===== config.mk =====
export PLATFORM = sky130hd
export DESIGN_NAME = bus_gen_arbiter
export DESIGN_NICKNAME = d
export VERILOG_FILES = /design/src/rtl/bus_gen_arbiter.sv
export SDC_FILE = /design/constraint.sdc
export NUM_CORES = 1
export LEC_CHECK = 0
export ABC_AREA = 1
export CAP_MARGIN = 20
export CORE_MARGIN = 4
export CORE_UTILIZATION = 41
export CTS_BUF_LIST = sky130_fd_sc_hd__clkbuf_16
export DETAILED_ROUTE_END_ITERATION = 16
export PLACE_DENSITY_LB_ADDON = 0.08
export REMOVE_ABC_BUFFERS = 1
export SYNTH_ARGS = -nofsm -noshare
export SYNTH_HDL_FRONTEND = slang
export SYNTH_SLANG_ARGS = --single-unit

===== constraint.sdc =====
create_clock -name clk -period 2.67 [get_ports clk]
set_clock_uncertainty 0.2 [all_clocks]
set_input_delay 0.4005 -clock clk [delete_from_list [all_inputs] [get_ports clk]]
set_output_delay 0.4005 -clock clk [all_outputs]
set_load 0.01 [all_outputs]

===== src/rtl/bus_gen_arbiter.sv =====
`default_nettype none
// ============================================================================
// Module  : bus_gen_arbiter
// Brief   : Round-robin shared-bus arbiter between show-ahead driver FIFOs and
//           terminal inputs. Optional macro BCAST_INCL_SRC_EN makes broadcast
//           also deliver to the source terminal.
// Revision: 1.0
// ============================================================================
module bus_gen_arbiter #(
    parameter int         BITS      = 1,
    parameter int         DRVRS     = 4,
    parameter int         PCKG_SZ   = 16,
    parameter logic [7:0] BROADCAST = 8'hFF
) (
    input  logic                          clk,
    input  logic                          reset,
    input  logic [BITS*DRVRS-1:0]         pndng,
    input  logic [BITS*DRVRS*PCKG_SZ-1:0] D_pop,
    output logic [BITS*DRVRS-1:0]         pop,
    output logic [BITS*DRVRS-1:0]         push,
    output logic [BITS*DRVRS*PCKG_SZ-1:0] D_push
);

    localparam int c_PW = (DRVRS > 1) ? $clog2(DRVRS) : 1;
    localparam int c_SW = c_PW + 1;

    typedef enum logic [1:0] {
        ST_IDLE = 2'd0,
        ST_POP  = 2'd1,
        ST_PUSH = 2'd2
    } state_t;

    for (genvar b = 0; b < BITS; b++) begin : g_slice
        state_t              r_state, w_state_nxt;
        logic [c_PW-1:0]     r_src, w_src_nxt;
        logic [c_PW-1:0]     r_rr_ptr, w_rr_ptr_nxt;
        logic [PCKG_SZ-1:0]  r_pkt, w_pkt_nxt;
        logic [DRVRS-1:0]    r_pop, w_pop_nxt;
        logic [DRVRS-1:0]    r_push, w_push_nxt;
        logic [DRVRS-1:0]    w_pndng;
        logic [PCKG_SZ-1:0]  w_dpop [DRVRS];
        logic [7:0]          w_dest;
        logic                w_found;
        logic [c_PW-1:0]     w_grant;
        logic [c_SW-1:0]     w_sum;

        assign w_pndng = pndng[b*DRVRS +: DRVRS];
        assign pop[b*DRVRS +: DRVRS]  = r_pop;
        assign push[b*DRVRS +: DRVRS] = r_push;

        for (genvar t = 0; t < DRVRS; t++) begin : g_term
            assign w_dpop[t] = D_pop[(b*DRVRS+t)*PCKG_SZ +: PCKG_SZ];
            assign D_push[(b*DRVRS+t)*PCKG_SZ +: PCKG_SZ] = r_pkt;
        end

        assign w_dest = w_dpop[r_src][PCKG_SZ-1 -: 8];

        // First pending terminal at or after rr_ptr, wrapping modulo DRVRS.
        always_comb begin
            w_found = 1'b0;
            w_grant = '0;
            w_sum   = '0;
            for (int k = 0; k < DRVRS; k++) begin
                w_sum = {1'b0, r_rr_ptr} + c_SW'(k);
                if (w_sum >= c_SW'(DRVRS)) begin
                    w_sum = w_sum - c_SW'(DRVRS);
                end
                if (!w_found && w_pndng[w_sum[c_PW-1:0]]) begin
                    w_found = 1'b1;
                    w_grant = w_sum[c_PW-1:0];
                end
            end
        end

        always_comb begin
            w_state_nxt  = r_state;
            w_src_nxt    = r_src;
            w_rr_ptr_nxt = r_rr_ptr;
            w_pkt_nxt    = r_pkt;
            w_pop_nxt    = '0;
            w_push_nxt   = '0;
            case (r_state)
                ST_IDLE: begin
                    if (w_found) begin
                        w_src_nxt          = w_grant;
                        w_pop_nxt[w_grant] = 1'b1;
                        w_state_nxt        = ST_POP;
                    end
                end
                ST_POP: begin
                    // Show-ahead data is still valid while pop is high.
                    w_pkt_nxt    = w_dpop[r_src];
                    w_rr_ptr_nxt = (r_src == c_PW'(DRVRS-1)) ? '0 : r_src + 1'b1;
                    if (int'(w_dest) < DRVRS) begin
                        w_push_nxt[w_dest[c_PW-1:0]] = 1'b1;
                    end else if (w_dest == BROADCAST) begin
                        w_push_nxt = '1;
`ifndef BCAST_INCL_SRC_EN
                        w_push_nxt[r_src] = 1'b0;
`endif
                    end
                    w_state_nxt = ST_PUSH;
                end
                ST_PUSH: begin
                    w_state_nxt = ST_IDLE;
                end
                default: begin
                    w_state_nxt = ST_IDLE;
                end
            endcase
        end

        always_ff @(posedge clk) begin
            if (!reset) begin
                r_state  <= ST_IDLE;
                r_src    <= '0;
                r_rr_ptr <= '0;
                r_pkt    <= '0;
                r_pop    <= '0;
                r_push   <= '0;
            end else begin
                r_state  <= w_state_nxt;
                r_src    <= w_src_nxt;
                r_rr_ptr <= w_rr_ptr_nxt;
                r_pkt    <= w_pkt_nxt;
                r_pop    <= w_pop_nxt;
                r_push   <= w_push_nxt;
            end
        end
    end

endmodule
`default_nettype wire


==> flow_summary_export.csv, run 1 <==
group,metric,value,unit
setup_path,reg2reg_to,"push[2]",
finish,regArea,601,um2
grt,grt_first_pass_wirelength,10500,um
synthesis,synth-seq-cells,30,
grt,grt_overflow_total,0,
setup_path,arrival,1.96,ns
synthesis,synth.most_common_cell,"nand2_1",
clock_tree,htree_levels,2,
timing,max_freq,0.507,GHz
finish,drive_gt1_frac,0.0766,
setup_path,cp_num_buf_inv,1,
place,place_congestion,0.790,
pwr,p_clk_frac,0.156,
finish,synthToLayoutAreaGrowth,51.3,%
timing,worstMarginPinSlew,0.427,ns
pwr,p_leak,1.55,nW
routing,avgViaCountPerCell,4.70,
finish,antenna_cells,0,
setup_path,slowest_stage,"dfxtp_1",
timing,grt_setup_unrepaired,"no",
clock_tree,cts-resized-gates,0,
synthesis,synth_ff_type,"dfxtp_1",
synthesis,synthArstFlopShare,0,
timing,setup_tns,0,ns
pwr,ir_drop,0.589,mV
floorplanning,boundaryPins,142,
synthesis,synth_area_leaders,"dfxtp_1, buf_4, nand2_1",
setup_path,required,2.66,ns
synthesis,postSynthAreaPerCell,6.36,um2
synthesis,synth_top_cell_by_area,"dfxtp_1",
job,cap_violations,0,
routing,drc,0,
timing,setup-violations-final,0,
synthesis,netlist_area,2340,um2
clock_tree,clock-sinks,30,
pwr,switchingPower,0.00141,W
timing,slew_headroom,0.715,
routing,vias,2487,
setup_path,worstPathMaxFanout,19,
routing,routedWlPerCell,12.3,um
clock_tree,clk_pin_slew,0.05,ns
synthesis,synth_cell_type_count,26,
setup_path,slowest_delay,0.57,ns
setup_path,cp-start-kind,"register",
pwr,p_sw_frac,0.436,
place,dp_hpwl,5140,um
finish,nets,530,
floorplanning,coreArea,5540,um2
routing,antenna_left,0,
worst_hold_path,whs_endpoint,"g_slice[0].r_rr_ptr[1]",
routing,drtIter0Drc,50,
setup_path,path_class,"register to register",
setup_path,cp_cell_sequence,"inv_2, nand3_1, nand2_1, nor2_1, and2_1, nand3b_1, a21oi_1",
worst_hold_path,hold_class,"register to register",
floorplanning,fp.dieW,83.6,um
clock_tree,clk_latency,0.26,ns
synthesis,synth_top_cell_area_share,0.256,
setup_path,critical_path.top_delay_family,"simple AND/OR/NAND/NOR gates",
clock_tree,cts-buffers-inserted,5,
grt,grt_max_degree,37,
pwr,seqPwrFrac,0.220,
pwr,power_density,914,nW/um2
timing,hold_violations,0,
pwr,pwr-share-comb,0.624,
clock_tree,cts_tree,"done",
grt,grt_usage,0.178,
synthesis,synth.top_cells.by_count,"nand2_1, buf_4, nor2_1",
timing,slew_violations,0,
floorplanning,start_util,0.423,
finish,fillers,525,
setup_path,end_kind,"register",
floorplanning,die_area,6990,um2
setup_path,rr_worst_depth,7,
grt,grt_pass1_vias,2408,
floorplanning,rows,27,
grt,antenna_found_initial,0,
timing,final.min_clock_period,1.97,ns
outcome,outcome,"finished, final reports clean",
clock_tree,clockRootBuffer,"clkbuf_16",
finish,multi_input_area,1140,um2
synthesis,yosysWarnings,0,
synthesis,yosysSeqAreaShare,0.256,
clock_tree,holdBufCountCts,0,
synthesis,synth_edf_count,0,
clock_tree,clockBufferDepth,2,
worst_hold_path,hold_depth,2,
clock_tree,cts_setup_buffers,0,
pwr,p_int,0.00183,W
floorplanning,die_y,83.6,um
setup_path,rrSetupSlack,0.70,ns
finish,final_util,0.640,
routing,firstDrtPassIters,4,
routing,wl,6500,um
setup_path,reg2reg_from,"g_slice[0].r_src[1]",
synthesis,synthCells,368,
timing,post-route-period-util,0.739,
worst_hold_path,hold_start,"g_slice[0].r_rr_ptr[1]",
place,io_buffers,141,
cells by family (layout without fill, tap and decap cells):
family,Yosys count,count (layout),share of synthesized area
simple gates,180,180,0.334
buf+inv,96,185,0.256
compound gates,58,58,0.132
flops,30,30,0.256
fa+ha+maj,4,4,0.0214
worst max path at each step:
stage	from	endpoint	cells after the start	slack, ns
finish	g_slice[0].r_src[1]	push[2]	7	0.70
global route	g_slice[0].r_src[1]	push[2]	7	0.48
CTS	g_slice[0].r_src[1]	push[3]	8	0.68
detailed placement	pndng[3]	g_slice[0].r_src[0]	11	0.61
global placement	g_slice[0].r_src[1]	push[3]	8	0.66
floorplan	g_slice[0].r_src[0]	push[1]	8	0.66
sequential cells by signal, indices dropped and copies added (netlist names):
name / count
g_slice.r_rr_ptr: 2
pop: 4
g_slice.r_src: 2
g_slice.r_state: 2
push: 4
g_slice.r_pkt: 16
power by group through the flow:
stage	Sequential, W	Combinational (W)	Clock [W]
final	0.000712	0.00202	0.000506
after global placement	0.000721	0.00201	0
after floorplan	0.000903	0.000901	0
after CTS	0.000715	0.00204	0.000514
after global routing	0.000740	0.00225	0.000534
after detailed placement	0.000720	0.00204	0
layout make-up:
class | instances | area share
inverters | 32 | 0.0374
multi-input cells | 242 | 0.322
clock buffers | 5 | 0.0353
flip-flops and latches | 30 | 0.169
well taps | 72 | 0.0254
clock inverters | 3 | 0.00318
repair buffers | 145 | 0.407
worst min-delay path, cell delays in order, from the launching register on:
cell and delay (ns):
dfxtp_1 0.33, inv_2 0.12, a21oi_1 0.07
placed cells by master, fill, tap and decap left out, types with 4 or more instances in the layout:
master / netlist / final
o22ai_1: 8 / 8
nor2_1: 48 / 48
a21oi_1: 12 / 12
ha_1: 4 / 4
nand3_1: 20 / 20
nand2_2: 10 / 10
inv_1: 26 / 26
o21ai_0: 35 / 35
inv_2: 4 / 4
dfxtp_1: 30 / 30
nor2_2: 4 / 4
clkbuf_16: 0 / 5
nand2_1: 87 / 87
clkdlybuf4s50_1: 0 / 141
buf_4: 51 / 4
stage by stage:
step | worst slack, ns | std cells | total power (W) | cell area [um2] | hold WS [ns]
floorplan | 0.657 | 304 | 0.00180 | 1880 | 0.317
global placement | 0.660 | 521 | 0.00273 | 3410 | 0.361
detailed placement | 0.609 | 521 | 0.00276 | 3410 | 0.358
finish | 0.697 | 529 | 0.00324 | 3540 | 0.369
CTS | 0.676 | 529 | 0.00327 | 3540 | 0.365
global route | 0.478 | 529 | 0.00352 | 3540 | 0.393
routing by layer:
metal | vias to the layer above | routed length, um | part of all wire | track usage
met1 | 1099 | 2730 | 0.42 | 0.202
met5 | - | 0 | 0 | 0
met3 | 4 | 493 | 0.076 | 0.0523
li1 | 1294 | - | - | -
met4 | 0 | 48 | 0.0074 | 0.0409
met2 | 90 | 3220 | 0.50 | 0.327
Note: power is estimated with default switching activity, not from simulation.
==> inputs of run 2 (changes only) <==
- CORE_UTILIZATION: 41 -> 38
- clock period: 2.67 -> 1.95 ns (I/O delays scaled with it)
==> run 2 against run 1 <==
Core utilization down 3.6 points; count of clock-buffer cells in the layout did not move; wire length grew 2.1%; critical path depth down 6; global-route usage is 0.24 points higher; critical path type is now register to primary output; non-clock buffer count rose by 4.
==> flow_summary_export.csv, run 2 (synthesized netlist as in run 1, its figures left out) <==
group,metric,value,unit
routing,vias,2426,
pwr,ir_drop,0.803,mV
place,io_buffers,141,
pwr,power_density,1270,nW/um2
grt,grt_first_pass_wirelength,11000,um
setup_path,end_kind,"primary output",
finish,antenna_cells,0,
floorplanning,die_area,7480,um2
routing,avgViaCountPerCell,4.53,
clock_tree,cts_setup_buffers,0,
setup_path,cp-start-kind,"register",
pwr,p_leak,1.58,nW
setup_path,worstPathMaxFanout,5,
setup_path,arrival,1.29,ns
finish,final_util,0.603,
grt,antenna_found_initial,0,
grt,grt_overflow_total,0,
routing,wl,6630,um
routing,routedWlPerCell,12.4,um
routing,antenna_left,0,
clock_tree,clockRootBuffer,"clkbuf_16",
finish,drive_gt1_frac,0.0889,
setup_path,cp_num_buf_inv,1,
finish,largest_register,"g_slice.r_pkt",
floorplanning,coreArea,5960,um2
floorplanning,rows,28,
timing,grt_setup_unrepaired,"yes",
outcome,outcome,"finished, final reports clean",
place,place_ws,-0.0186,ns
place,dp_hpwl,5180,um
finish,multi_input_area,1140,um2
finish,synthToLayoutAreaGrowth,53.4,%
finish,layout_common_cells,"clkdlybuf4s50_1, nand2_1, nor2_1",
setup_path,cp_cell_sequence,"clkdlybuf4s50_1",
routing,firstDrtPassIters,4,
timing,fin_ws,0.165,ns
clock_tree,clk_pin_slew,0.05,ns
setup_path,slowest_stage,"clkdlybuf4s50_1",
floorplanning,fp.dieW,86.5,um
finish,fillers,590,
setup_path,slowest_delay,0.59,ns
grt,grt_max_degree,37,
finish,fin_area,3590,um2
timing,max_freq,0.560,GHz
finish,largest_reg_flops,16,
place,placed_cell_area,3450,um2
clock_tree,clock-sinks,30,
setup_path,required,1.46,ns
timing,final.min_clock_period,1.79,ns
clock_tree,clk_latency,0.27,ns
job,cap_violations,0,
clock_tree,htree_levels,2,
finish,nets,534,
timing,post-route-period-util,0.916,
worst_hold_path,hold_class,"register to register",
routing,drc,0,
finish,regArea,602,um2
place,place_congestion,0.805,
timing,worstMarginPinSlew,0.375,ns
floorplanning,boundaryPins,142,
grt,grt_usage,0.181,
setup_path,path_class,"register to primary output",
timing,hold_violations,0,
timing,slew_headroom,0.750,
setup_path,critical_path.top_delay_family,"buffers and inverters",
pwr,power,0.00455,W
clock_tree,cts_tree,"done",
place,dp_cells,528,
finish,final_common_cell,"clkdlybuf4s50_1",
floorplanning,die_y,86.5,um
routing,drtIter0Drc,55,
floorplanning,start_util,0.393,
clock_tree,clockBufferDepth,2,
timing,setup-violations-final,0,
grt,grt_pass1_vias,2451,
timing,slew_violations,0,
clock_tree,cts-buffers-inserted,5,
finish,stdcell_count,536,
[run 2: path summary, 6_finish.rpt]
| path | start | slack [ns] | cells after the start | endpoint |
|---|---|---|---|---|
| hold / removal | g_slice[0].r_rr_ptr[1] | 0.36 | 2 | g_slice[0].r_rr_ptr[1] |
| setup reg to reg | g_slice[0].r_src[0] | 0.17 | 9 | push[1] |
| setup / recovery | g_slice[0].r_pkt[15] | 0.16 | 1 | D_push[31] |
| hold reg to reg | g_slice[0].r_rr_ptr[1] | 0.36 | 2 | g_slice[0].r_rr_ptr[1] |
[run 2: per-layer routing]
metal | wire length [um] | global-route usage | vias to the layer above | part of all wire
li1 | - | - | 1294 | -
met1 | 2880 | 0.217 | 1047 | 0.43
met2 | 3280 | 0.325 | 79 | 0.49
met3 | 416 | 0.0475 | 6 | 0.063
met4 | 53 | 0.0340 | 0 | 0.0080
met5 | 0 | 0 | - | 0
[run 2: layout make-up]
type / instances / area share
Clock inverter: 3 / 0.00348
Inverter: 32 / 0.0369
Timing Repair Buffer: 149 / 0.413
Tap cell: 75 / 0.0261
Multi-Input combinational cell: 242 / 0.318
Clock buffer: 5 / 0.0348
Sequential cell: 30 / 0.168
[run 2: timing repair]
action | in CTS | in global routing
gates resized for setup | 0 | 1
hold buffers | 0 | 0
hold endpoints to repair | 0 | 0
endpoints found under the setup margin | 0 | 7
[run 2: power breakdown]
part / switching (W) / leakage [nW] / internal (W) / total [W]
Sequential: 0.000177 / 0.247 / 0.000779 / 0.000957
Combinational: 0.00154 / 1.26 / 0.00134 / 0.00288
Clock: 0.000257 / 0.0724 / 0.000459 / 0.000717
[run 2: through the flow]
| step | hold slack, ns | TNS [ns] |
|---|---|---|
| final | 0.365 | 0 |
| after global routing | 0.408 | -0.0299 |
| after CTS | 0.372 | 0 |
| after detailed placement | 0.364 | -0.0399 |
| after global placement | 0.356 | 0 |
| after floorplan | 0.218 | -0.224 |
[run 2: tightest hold or removal path, stage by stage, from the launching register on]
cell and delay [ns]:
dfxtp_1 0.33, inv_2 0.12, a21oi_1 0.07
==> inputs of run 3 (changes only) <==
- CTS_CLUSTER_DIAMETER: unset -> 80
- RECOVER_POWER: unset -> 100
- clock period: 1.95 -> 1.9 ns (I/O delays scaled with it)
==> run 3 against run 2 <==
Flip-flop and latch count unchanged; setup slack worse by 0.081 ns; register-to-register slack about the same; final area up 1.6%; via count up 2.7%; sequential share of layout area down 0.23 points; wire length up 4.0%; core utilization up 0.97 points; global-route usage down 0.088 points; sequential power up 2.9%; worst hold slack better by 0.0073 ns; non-clock buffer count up 2; critical path type unchanged; critical endpoint is now D_push[63].
==> flow_summary_export.csv, run 3 (synthesized netlist as in run 1, its figures left out) <==
group,metric,value,unit
grt,grt_usage,0.180,
setup_path,critical_path.top_delay_family,"buffers and inverters",
finish,antenna_cells,0,
clock_tree,clock-sinks,30,
setup_path,cp-start-kind,"register",
finish,layout_common_cells,"nand2_1, clkdlybuf4s50_1, dlygate4sd3_1",
clock_tree,clk_pin_slew,0.04,ns
routing,routedWlPerCell,12.9,um
job,cap_violations,0,
grt,antenna_found_initial,0,
finish,fillers,568,
clock_tree,htree_levels,2,
floorplanning,boundaryPins,142,
setup_path,end_kind,"primary output",
clock_tree,clockBufferDepth,2,
clock_tree,clockRootBuffer,"clkbuf_16",
finish,stdcell_count,537,
place,place_congestion,0.800,
place,dp_hpwl,5320,um
clock_tree,holdBufCountCts,0,
routing,vias,2491,
finish,drive_gt1_frac,0.0952,
setup_path,slowest_stage,"dlygate4sd3_1",
timing,hold_violations,0,
finish,largest_register,"g_slice.r_pkt",
outcome,outcome,"finished, final reports clean",
grt,grt_overflow_total,0,
floorplanning,coreArea,5960,um2
pwr,ir_drop,0.758,mV
timing,worstMarginPinSlew,0.460,ns
floorplanning,fp.dieW,86.5,um
setup_path,required,1.41,ns
finish,synthToLayoutAreaGrowth,55.8,%
finish,final_common_cell,"nand2_1",
timing,slew_headroom,0.694,
setup_path,cp_num_buf_inv,1,
finish,regArea,603,um2
routing,antenna_left,0,
pwr,power_density,1310,nW/um2
place,io_buffers,141,
finish,largest_reg_flops,16,
grt,grt_pass1_vias,2484,
clock_tree,clk_latency,0.27,ns
timing,fin_hold_ws,0.372,ns
clock_tree,cts-resized-gates,0,
floorplanning,die_y,86.5,um
routing,drc,0,
clock_tree,cts_tree,"done",
routing,drtIter0Drc,82,
floorplanning,die_area,7480,um2
clock_tree,cts-buffers-inserted,5,
routing,avgViaCountPerCell,4.64,
finish,multi_input_area,1140,um2
setup_path,slowest_delay,0.65,ns
setup_path,path_class,"register to primary output",
timing,post-route-period-util,0.956,
timing,setup-violations-final,0,
clock_tree,cts_setup_buffers,0,
grt,grt_first_pass_wirelength,11000,um
finish,nets,536,
floorplanning,rows,28,
timing,slew_violations,0,
floorplanning,start_util,0.393,
place,dp_cells,529,
timing,max_freq,0.550,GHz
timing,grt_setup_unrepaired,"no",
worst_hold_path,hold_class,"register to register",
timing,final.min_clock_period,1.82,ns
pwr,p_leak,1.77,nW
grt,grt_max_degree,37,
setup_path,cp_cell_sequence,"dlygate4sd3_1",
setup_path,arrival,1.33,ns
routing,wl,6900,um
routing,firstDrtPassIters,4,
setup_path,worstPathMaxFanout,5,
==> run 3: cell count changes in the layout (fill, tap and decap cells not counted), sizes merged <==
cell	change
clkdlybuf4s50	-64
dlygate4sd3	+64
clkbuf	+2
bufinv	+1
clkinv	-1
inv	-1
==> run 3: final timing paths <==
kind	from	to	slack, ns	cells past startpoint
worst max-delay path	g_slice[0].r_pkt[15]	D_push[63]	0.08	1
worst min-delay path	g_slice[0].r_pkt[11]	g_slice[0].r_pkt[11]	0.37	2
worst max register to register	g_slice[0].r_src[0]	push[0]	0.18	10
worst min register to register	g_slice[0].r_pkt[11]	g_slice[0].r_pkt[11]	0.37	2
==> run 3: per-stage QoR <==
stage	total power, W	setup WS, ns	area [um2]	TNS, ns	util
floorplan	0.00253	-0.113	1880	-0.431	-
global placement	0.00394	0.0176	3460	0	0.581
detailed placement	0.00399	-0.0358	3460	-0.139	0.581
CTS	0.00487	0.0833	3620	0	0.608
global route	0.00517	0.0139	3650	0	0.613
finish	0.00477	0.0834	3650	0	0.613
==> run 3: area by class of cell <==
| class | instances | area share |
|---|---|---|
| Tap cell | 75 | 0.0257 |
| Sequential cell | 30 | 0.165 |
| Inverter | 32 | 0.0377 |
| Multi-Input combinational cell | 242 | 0.313 |
| Clock inverter | 2 | 0.00926 |
| Clock buffer | 5 | 0.0343 |
| Timing Repair Buffer | 151 | 0.415 |
==> run 3: layer usage <==
layer / wire [um] / vias up / share of wire / global-route usage
met2: 3480 / 90 / 0.50 / 0.323
met5: 0 / - / 0 / 0
met1: 2890 / 1087 / 0.42 / 0.215
met3: 430 / 8 / 0.062 / 0.0361
li1: - / 1306 / - / -
met4: 96 / 0 / 0.014 / 0.0524
==> run 3: report_power, final <==
group / switching [W] / leakage [nW] / internal (W) / total, W
registers: 0.000183 / 0.247 / 0.000802 / 0.000985
clock network: 0.000259 / 0.0773 / 0.000604 / 0.000864
logic: 0.00162 / 1.44 / 0.00130 / 0.00292
